### src/rtl/sap3_pkg.sv
// Shared SAP-3 definitions: command op codes, register pair codes, register-file
// ext codes, sequencer FSM states and operand legality helpers.
package sap3_pkg;

    typedef enum logic [2:0] {
        OP_NOP   = 3'b000,
        OP_MOV8  = 3'b001,
        OP_MOV16 = 3'b010,
        OP_XCHG  = 3'b011,
        OP_INX   = 3'b100,
        OP_DCX   = 3'b101,
        OP_PUSH  = 3'b110,
        OP_POP   = 3'b111
    } op_e;

    localparam logic [3:0] PAIR_BC = 4'd0;
    localparam logic [3:0] PAIR_DE = 4'd2;
    localparam logic [3:0] PAIR_HL = 4'd4;
    localparam logic [3:0] PAIR_WZ = 4'd6;
    localparam logic [3:0] PAIR_PC = 4'd8;
    localparam logic [3:0] PAIR_SP = 4'd10;

    localparam logic [3:0] BYTE_MAX = 4'd11;

    // EXT_ADD2 is decoded by the register file but never issued by the sequencer.
    typedef enum logic [1:0] {
        EXT_NONE = 2'b00,
        EXT_INC  = 2'b01,
        EXT_DEC  = 2'b10,
        EXT_ADD2 = 2'b11
    } ext_e;

    typedef enum logic [1:0] {
        ST_IDLE = 2'b00,
        ST_X1   = 2'b01,
        ST_X2   = 2'b10,
        ST_X3   = 2'b11
    } state_e;

    function automatic logic is_byte(input logic [3:0] code);
        return code <= BYTE_MAX;
    endfunction

    function automatic logic is_pair(input logic [3:0] code);
        return (code <= PAIR_SP) && !code[0];
    endfunction

    function automatic logic cmd_legal(input op_e op, input logic [3:0] dst,
                                       input logic [3:0] src);
        logic ok;
        ok = 1'b1;
        case (op)
            OP_NOP:         ok = 1'b1;
            OP_MOV8:        ok = is_byte(dst) && is_byte(src);
            OP_MOV16:       ok = is_pair(dst) && is_pair(src);
            OP_XCHG:        ok = is_pair(dst) && is_pair(src) &&
                                 (dst != PAIR_WZ) && (src != PAIR_WZ);
            OP_INX, OP_DCX: ok = is_pair(dst);
            OP_PUSH:        ok = is_pair(src);
            OP_POP:         ok = is_pair(dst);
            default:        ok = 1'b0;
        endcase
        return ok;
    endfunction

endpackage

### src/rtl/reg_seq.sv
// Register-transfer sequencer: expands one register-level command into 1-3 cycles
// of register-file port activity plus byte memory accesses for PUSH/POP.
module reg_seq
    import sap3_pkg::*;
(
    input  logic        clk,
    input  logic        rst,
    input  logic        cmd_valid,
    output logic        cmd_ready,
    input  logic [2:0]  cmd_op,
    input  logic [3:0]  cmd_dst,
    input  logic [3:0]  cmd_src,
    output logic        done,
    output logic        cmd_err,
    output logic [4:0]  rf_rd_sel,
    output logic [4:0]  rf_wr_sel,
    output logic [1:0]  rf_ext,
    output logic        rf_we,
    output logic [15:0] rf_wdata,
    input  logic [15:0] rf_rdata,
    output logic [15:0] mem_addr,
    output logic [7:0]  mem_wdata,
    output logic        mem_we,
    output logic        mem_re,
    input  logic [7:0]  mem_rdata
);

    state_e      state_q, state_d;
    op_e         op_q, op_d;
    logic [3:0]  dst_q, dst_d;
    logic [3:0]  src_q, src_d;
    logic [15:0] tmp_q, tmp_d;
    logic        legal;

    localparam logic [4:0] SEL_WZ = {1'b1, PAIR_WZ};
    localparam logic [4:0] SEL_SP = {1'b1, PAIR_SP};

    always_ff @(posedge clk) begin
        if (rst) begin
            state_q <= ST_IDLE;
            op_q    <= OP_NOP;
            dst_q   <= 4'd0;
            src_q   <= 4'd0;
            tmp_q   <= 16'h0000;
        end else begin
            state_q <= state_d;
            op_q    <= op_d;
            dst_q   <= dst_d;
            src_q   <= src_d;
            tmp_q   <= tmp_d;
        end
    end

    always_comb begin
        state_d   = state_q;
        op_d      = op_q;
        dst_d     = dst_q;
        src_d     = src_q;
        tmp_d     = tmp_q;
        cmd_ready = (state_q == ST_IDLE);
        done      = 1'b0;
        cmd_err   = 1'b0;
        rf_rd_sel = 5'd0;
        rf_wr_sel = 5'd0;
        rf_ext    = EXT_NONE;
        rf_we     = 1'b0;
        rf_wdata  = 16'h0000;
        mem_addr  = 16'h0000;
        mem_wdata = 8'h00;
        mem_we    = 1'b0;
        mem_re    = 1'b0;
        legal     = cmd_legal(op_q, dst_q, src_q);

        case (state_q)
            ST_IDLE: begin
                if (cmd_valid) begin
                    op_d    = op_e'(cmd_op);
                    dst_d   = cmd_dst;
                    src_d   = cmd_src;
                    state_d = ST_X1;
                end
            end

            ST_X1: begin
                state_d = ST_IDLE;
                if (!legal) begin
                    cmd_err = 1'b1;
                end else begin
                    case (op_q)
                        OP_NOP: done = 1'b1;
                        OP_MOV8, OP_MOV16: begin
                            rf_rd_sel = {op_q == OP_MOV16, src_q};
                            rf_wr_sel = {op_q == OP_MOV16, dst_q};
                            rf_we     = 1'b1;
                            rf_wdata  = rf_rdata;
                            done      = 1'b1;
                        end
                        OP_INX, OP_DCX: begin
                            rf_wr_sel = {1'b1, dst_q};
                            rf_ext    = (op_q == OP_INX) ? EXT_INC : EXT_DEC;
                            done      = 1'b1;
                        end
                        // WZ is a scratch pair for the three-way swap.
                        OP_XCHG: begin
                            rf_rd_sel = {1'b1, dst_q};
                            rf_wr_sel = SEL_WZ;
                            rf_we     = 1'b1;
                            rf_wdata  = rf_rdata;
                            state_d   = ST_X2;
                        end
                        OP_PUSH: begin
                            rf_rd_sel = {1'b1, src_q};
                            tmp_d     = rf_rdata;
                            rf_wr_sel = SEL_SP;
                            rf_ext    = EXT_DEC;
                            state_d   = ST_X2;
                        end
                        OP_POP: begin
                            rf_rd_sel = SEL_SP;
                            mem_addr  = rf_rdata;
                            mem_re    = 1'b1;
                            rf_wr_sel = SEL_SP;
                            rf_ext    = EXT_INC;
                            state_d   = ST_X2;
                        end
                        default: done = 1'b1;
                    endcase
                end
            end

            ST_X2: begin
                state_d = ST_X3;
                case (op_q)
                    OP_XCHG: begin
                        rf_rd_sel = {1'b1, src_q};
                        rf_wr_sel = {1'b1, dst_q};
                        rf_we     = 1'b1;
                        rf_wdata  = rf_rdata;
                    end
                    OP_PUSH: begin
                        rf_rd_sel = SEL_SP;
                        mem_addr  = rf_rdata;
                        mem_wdata = tmp_q[15:8];
                        mem_we    = 1'b1;
                        rf_wr_sel = SEL_SP;
                        rf_ext    = EXT_DEC;
                    end
                    OP_POP: begin
                        rf_rd_sel  = SEL_SP;
                        mem_addr   = rf_rdata;
                        mem_re     = 1'b1;
                        tmp_d[7:0] = mem_rdata;
                        rf_wr_sel  = SEL_SP;
                        rf_ext     = EXT_INC;
                    end
                    default: state_d = ST_IDLE;
                endcase
            end

            ST_X3: begin
                state_d = ST_IDLE;
                done    = 1'b1;
                case (op_q)
                    OP_XCHG: begin
                        rf_rd_sel = SEL_WZ;
                        rf_wr_sel = {1'b1, src_q};
                        rf_we     = 1'b1;
                        rf_wdata  = rf_rdata;
                    end
                    OP_PUSH: begin
                        rf_rd_sel = SEL_SP;
                        mem_addr  = rf_rdata;
                        mem_wdata = tmp_q[7:0];
                        mem_we    = 1'b1;
                    end
                    // Final write to the destination wins even when it is SP itself.
                    OP_POP: begin
                        rf_wr_sel = {1'b1, dst_q};
                        rf_we     = 1'b1;
                        rf_wdata  = {mem_rdata, tmp_q[7:0]};
                    end
                    default: done = 1'b0;
                endcase
            end

            default: state_d = ST_IDLE;
        endcase

        // Reset aborts in the same cycle: no strobe may escape while rst is high.
        if (rst) begin
            done      = 1'b0;
            cmd_err   = 1'b0;
            rf_rd_sel = 5'd0;
            rf_wr_sel = 5'd0;
            rf_ext    = EXT_NONE;
            rf_we     = 1'b0;
            rf_wdata  = 16'h0000;
            mem_addr  = 16'h0000;
            mem_wdata = 8'h00;
            mem_we    = 1'b0;
            mem_re    = 1'b0;
        end
    end

endmodule

### config.mk
export PLATFORM = sky130hd
export DESIGN_NAME = reg_seq
export DESIGN_NICKNAME = d
export VERILOG_FILES = /design/src/rtl/sap3_pkg.sv /design/src/rtl/reg_seq.sv
export SDC_FILE = /design/constraint.sdc
export NUM_CORES = 1
export LEC_CHECK = 0
export ABC_AREA = 1
export BUFFER_PORTS_ARGS = -buffer_cell sky130_fd_sc_hd__buf_2
export CAP_MARGIN = 20
export CORE_MARGIN = 2
export CORE_UTILIZATION = 52
export DETAILED_ROUTE_END_ITERATION = 16
export PLACE_DENSITY_LB_ADDON = 0.25
export SYNTH_ARGS = -nofsm -noshare
export SYNTH_HDL_FRONTEND = slang
export SYNTH_SLANG_ARGS = --single-unit
### constraint.sdc
create_clock -name clk -period 2.2 [get_ports clk]
set_clock_uncertainty 0.15 [all_clocks]
set_input_delay 0.33 -clock clk [delete_from_list [all_inputs] [get_ports clk]]
set_output_delay 0.33 -clock clk [all_outputs]
set_load 0.05 [all_outputs]
==> results of run 1 <==
==> per-stage QoR <==
step / std cells / utilization (%) / setup WS (ps)
after floorplan: 511 / - / -85.7
after global placement: 687 / 74.3 / -36.6
after detailed placement: 687 / 74.3 / -125
after CTS: 707 / 91.3 / -52.4
==> logic make-up after synthesis <==
kind of cell / share of synthesized area (%)
flip-flops: 20.2
AND/OR/NAND/NOR: 37.6
buffers and inverters: 13.1
adder cells (fa/ha/maj): 1.74
AO/OA/AOI/OAI: 27.4
==> timing repair <==
action	4_1_cts
setup buffers	9
pin swaps	21
gates resized for setup	210
cloned	3
setup endpoints to repair	57
==> metrics.md, run 1 <==
| Metric | Value |
|---|---|
| Run status | `did not finish` |
| Exit stage | `5_1_grt` |
| First error | `[ERROR DPL-0038] Utilization greater than 100%, impossible to legalize` |
| IO Port Bufs | `95` |
| Syn_area_per_cell | `5.63 sq um` |
| Ys Warns | `0` |
| H-tree lvl count | `2` |
| Async SR Flop Fraction | `0%` |
| Ranking of synthesized cells by area | `dfxtp_1, a21oi_1, nand2_1` |
| Post-GRT worst EP | `rf_wdata[12]` |
| Placed inst area | `4040 sq um` |
| Yosys reg bits | `29` |
| Syn Std Cell Area | `2880 sq um` |
| Die W | `78.4 um` |
| Row count | `27` |
| IO Count | `96` |
| Clock root cell | `clkbuf_8` |
| Hold buffers post-CTS | `0` |
| Area leader, netlist | `dfxtp_1` |
| Cell count after synthesis | `511` |
| Worst endpoint type | `top-level output` |
| Initial core utilization | `52.9%` |
| Max clock buf depth | `2` |
| Pin count of the biggest net entering global routing | `30` |
| Yosys top cell area share | `20.2%` |
| Post-synth EDFFs | `0` |
| Post-synthesis sequential area ratio | `20.2%` |
| Netlist cell types | `29` |
| GP Congestion | `0.921` |
| Mapped Nets | `553` |
| Count leader, synth | `nand2_1` |
| Chip height | `78.4 um` |
| TritonCTS buffer count | `5` |
| Clock tree sinks | `29` |
| Primary FF master, synth | `dfxtp_1` |
| Synth top cells by count | `nand2_1, a21oi_1, nor2_1` |
| Post-DP HPWL | `8280 um` |
==> run 2, diff against run 1 <==
Settings changed: CORE_UTILIZATION 52 to 38, PLACE_DENSITY_LB_ADDON 0.25 to 0.15.
==> run 2 against run 1 <==
Net effect:
- the flow now finishes, with violations (setup timing)
- synthesized area did not move
- synthesized cell count did not move
==> metrics.md, run 2 <==
| Metric | Value |
|---|---|
| Run status | `finished, violations left` |
| Failing checks | `setup timing` |
| Layout net count | `686` |
| Chip height | `91.0 um` |
| Commonest non-fill, non-tap cell in the layout | `nand2_1` |
| Post-DP HPWL | `8640 um` |
| Final min period | `2330 ps` |
| Total grt overflow | `0` |
| GP Congestion | `0.907` |
| TritonCTS buffer count | `5` |
| Via/cell ratio | `5.58` |
| Post-layout util | `74.8%` |
| Via count | `4150` |
| Initial antenna violation count | `0` |
| Seq pwr share | `30.4%` |
| Cell count after synthesis | `511` |
| Max FFs per register | `16` |
| Final WS setup | `-128 ps` |
| GR Util All Layers | `29.0%` |
| WP data arrival | `1850 ps` |
| Total of max-cap violations | `0` |
| Setup TNS | `-2440 ps` |
| Critical path type | `reg -> out` |
| Final wirelength | `13200 um` |
| Area leader, netlist | `dfxtp_1` |
| Final Setup Violations | `44` |
| DRC viols | `0` |
| Primary FF master, synth | `dfxtp_1` |
| Clock root cell | `clkbuf_8` |
| DR iter-0 viols | `253` |
| Remaining antenna violation count after routing | `0` |
| P_int | `1.23 mW` |
| Count leader, synth | `nand2_1` |
| Commonest cells after routing, fill and taps aside | `nand2_1, buf_6, nor2_1` |
| Ys Warns | `0` |
| Top reg by flops | `tmp_q` |
| Comb power frac | `39.1%` |
| Count of final hold-check violations | `0` |
| Maximum vdd drop | `0.000232 V` |
| Yosys top cell area share | `20.2%` |
| P_sw | `0.768 mW` |
| First-pass GRT wire length | `19500 um` |
| Pins over their slew limit | `0` |
| Max Fclk | `430 MHz` |
| Initial core utilization | `39.4%` |
| Crit start category | `flip-flop` |
| Mapped Nets | `553` |
| Slew HR | `61.4%` |
| Slew @ Worst Pin | `578 ps` |
| LEAKAGE | `2.03 nW` |
| Later-pin clock latency in the skew report | `290 ps` |
| Avg WL per Cell | `17.8 um` |
| Syn Std Cell Area | `2880 sq um` |
| CP dominant cell by count | `buf_6` |
| Data required, critical path | `1720 ps` |
| Hold Path Class | `in -> reg` |
| Switching part of the total | `38.4%` |
| RSZ-0062 raised after global routing | `yes` |
| Die W | `91.0 um` |
| Clock tree sinks | `29` |
| Ranking of synthesized cells by area | `dfxtp_1, a21oi_1, nand2_1` |
| IO Count | `96` |
| Crit-path cells | `buf_6 -> nand2_4 -> nor2_4 -> inv_4 -> buf_12 -> o21ai_2 -> a21oi_2 -> a21oi_4 -> buf_6` |
| Clock Pin Slew Worst Setup and Hold Paths | `80 ps` |
| Hold slack | `135 ps` |
| Netlist cell types | `29` |
| Clock power frac | `30.5%` |
| Post-synthesis sequential area ratio | `20.2%` |
| Slowest CP cell | `dfxtp_4` |
| IO Port Bufs | `95` |
| Placeable Area | `7290 sq um` |
| Async SR Flop Fraction | `0%` |
| Ant. Diodes | `0` |
| Biggest regs | `tmp_q x16, dst_q x4, src_q x4` |
| CP max stage delay | `380 ps` |
| H-tree lvl count | `2` |
| Synth top cells by count | `nand2_1, a21oi_1, nor2_1` |
| Pin count of the biggest net entering global routing | `28` |
| Placed inst area | `4160 sq um` |
| Max clock buf depth | `2` |
| Period Utilization, post-route | `106%` |
| Row count | `31` |
| Crit Path Max Fanout | `19` |
| Die area | `8280 sq um` |
| Place WS | `-67.6 ps` |
| TritonRoute pass-1 iters | `5` |
| Synth-to-Final Area Change | `89.7%` |
| Finished layout cell area | `5460 sq um` |
| Pwr Density | `366 nW/um^2` |
| CTS tree | `yes` |
| Yosys reg bits | `29` |
| Layout cells sized above 1 | `53.3%` |
| Vias in the first global route | `3966` |
| CP Capture Type | `primary output` |
| Syn_area_per_cell | `5.63 sq um` |
| Post-synth EDFFs | `0` |
==> run 2: cell counts after synthesis <==
Identical to the previous run, type by type.
==> run 2: per-layer routing <==
metal	global-route usage [%]	up-vias	share of wire, %	routed length [um]
li1	-	1976	-	-
met1	32.6	1931	37	4940
met2	54.3	199	53	6980
met3	3.73	44	5.8	770
met4	12.4	0	4.1	539
met5	0	-	0	0
==> run 2: worst max-delay path: cells and delay by family (launching register included) <==
family / cells / cell delay (ps)
buffers and inverters: 4 / 510
AO/OA/AOI/OAI: 3 / 450
flip-flops: 1 / 380
AND/OR/NAND/NOR: 2 / 210
==> run 2: final timing paths <==
path         cells past startpoint           end  startpoint  slack (ps)
max                              9  rf_wdata[12]     op_q[0]        -130
min                              3      src_q[1]  cmd_src[1]         130
max reg2reg                      9      tmp_q[4]  state_q[0]         300
min reg2reg                      2      tmp_q[8]    tmp_q[8]         350
==> run 2: timing repair <==
| action | CTS | global route |
|---|---|---|
| hold buffers | 0 | 0 |
| buffers inserted | 4 | 2 |
| resized for setup | 199 | 90 |
| gates cloned | 2 | 3 |
| pin swaps | 7 | 8 |
| hold endpoints to repair | 0 | 0 |
| endpoints found under the setup margin | 56 | 56 |
==> run 2: cell families after synthesis <==
| family | synth area share, % |
|---|---|
| AOI/OAI and AO/OA | 27.4 |
| and+or+nand+nor | 37.6 |
| buffers and inverters | 13.1 |
| adders and majority gates | 1.74 |
| DFF | 20.2 |
==> run 2: metrics by stage <==
step,cells,power (mW)
2_1_floorplan,511,0.980
6_report,744,2.00
5_1_grt,744,2.08
3_5_place_dp,725,1.21
4_1_cts,739,1.89
3_3_place_gp,725,1.21
==> run 2: power groups by stage <==
| stage | Sequential, mW | Combinational, mW | Clock, mW |
|---|---|---|---|
| 2_1_floorplan | 0.602 | 0.378 | 0 |
| 3_3_place_gp | 0.611 | 0.598 | 0 |
| 3_5_place_dp | 0.612 | 0.602 | 0 |
| 4_1_cts | 0.605 | 0.666 | 0.614 |
| 5_1_grt | 0.611 | 0.834 | 0.637 |
| 6_report | 0.607 | 0.783 | 0.610 |
==> run 2: area by class of cell <==
class,instances,area [sq um]
multi-input combinational,400,2890
fill,570,1830
timing repair buffer,161,1530
sequential,29,601
inverter,47,196
tap,99,124
clock buffer,6,82.6
clock inverter,2,37.5
(Power assumes the default switching activity.)
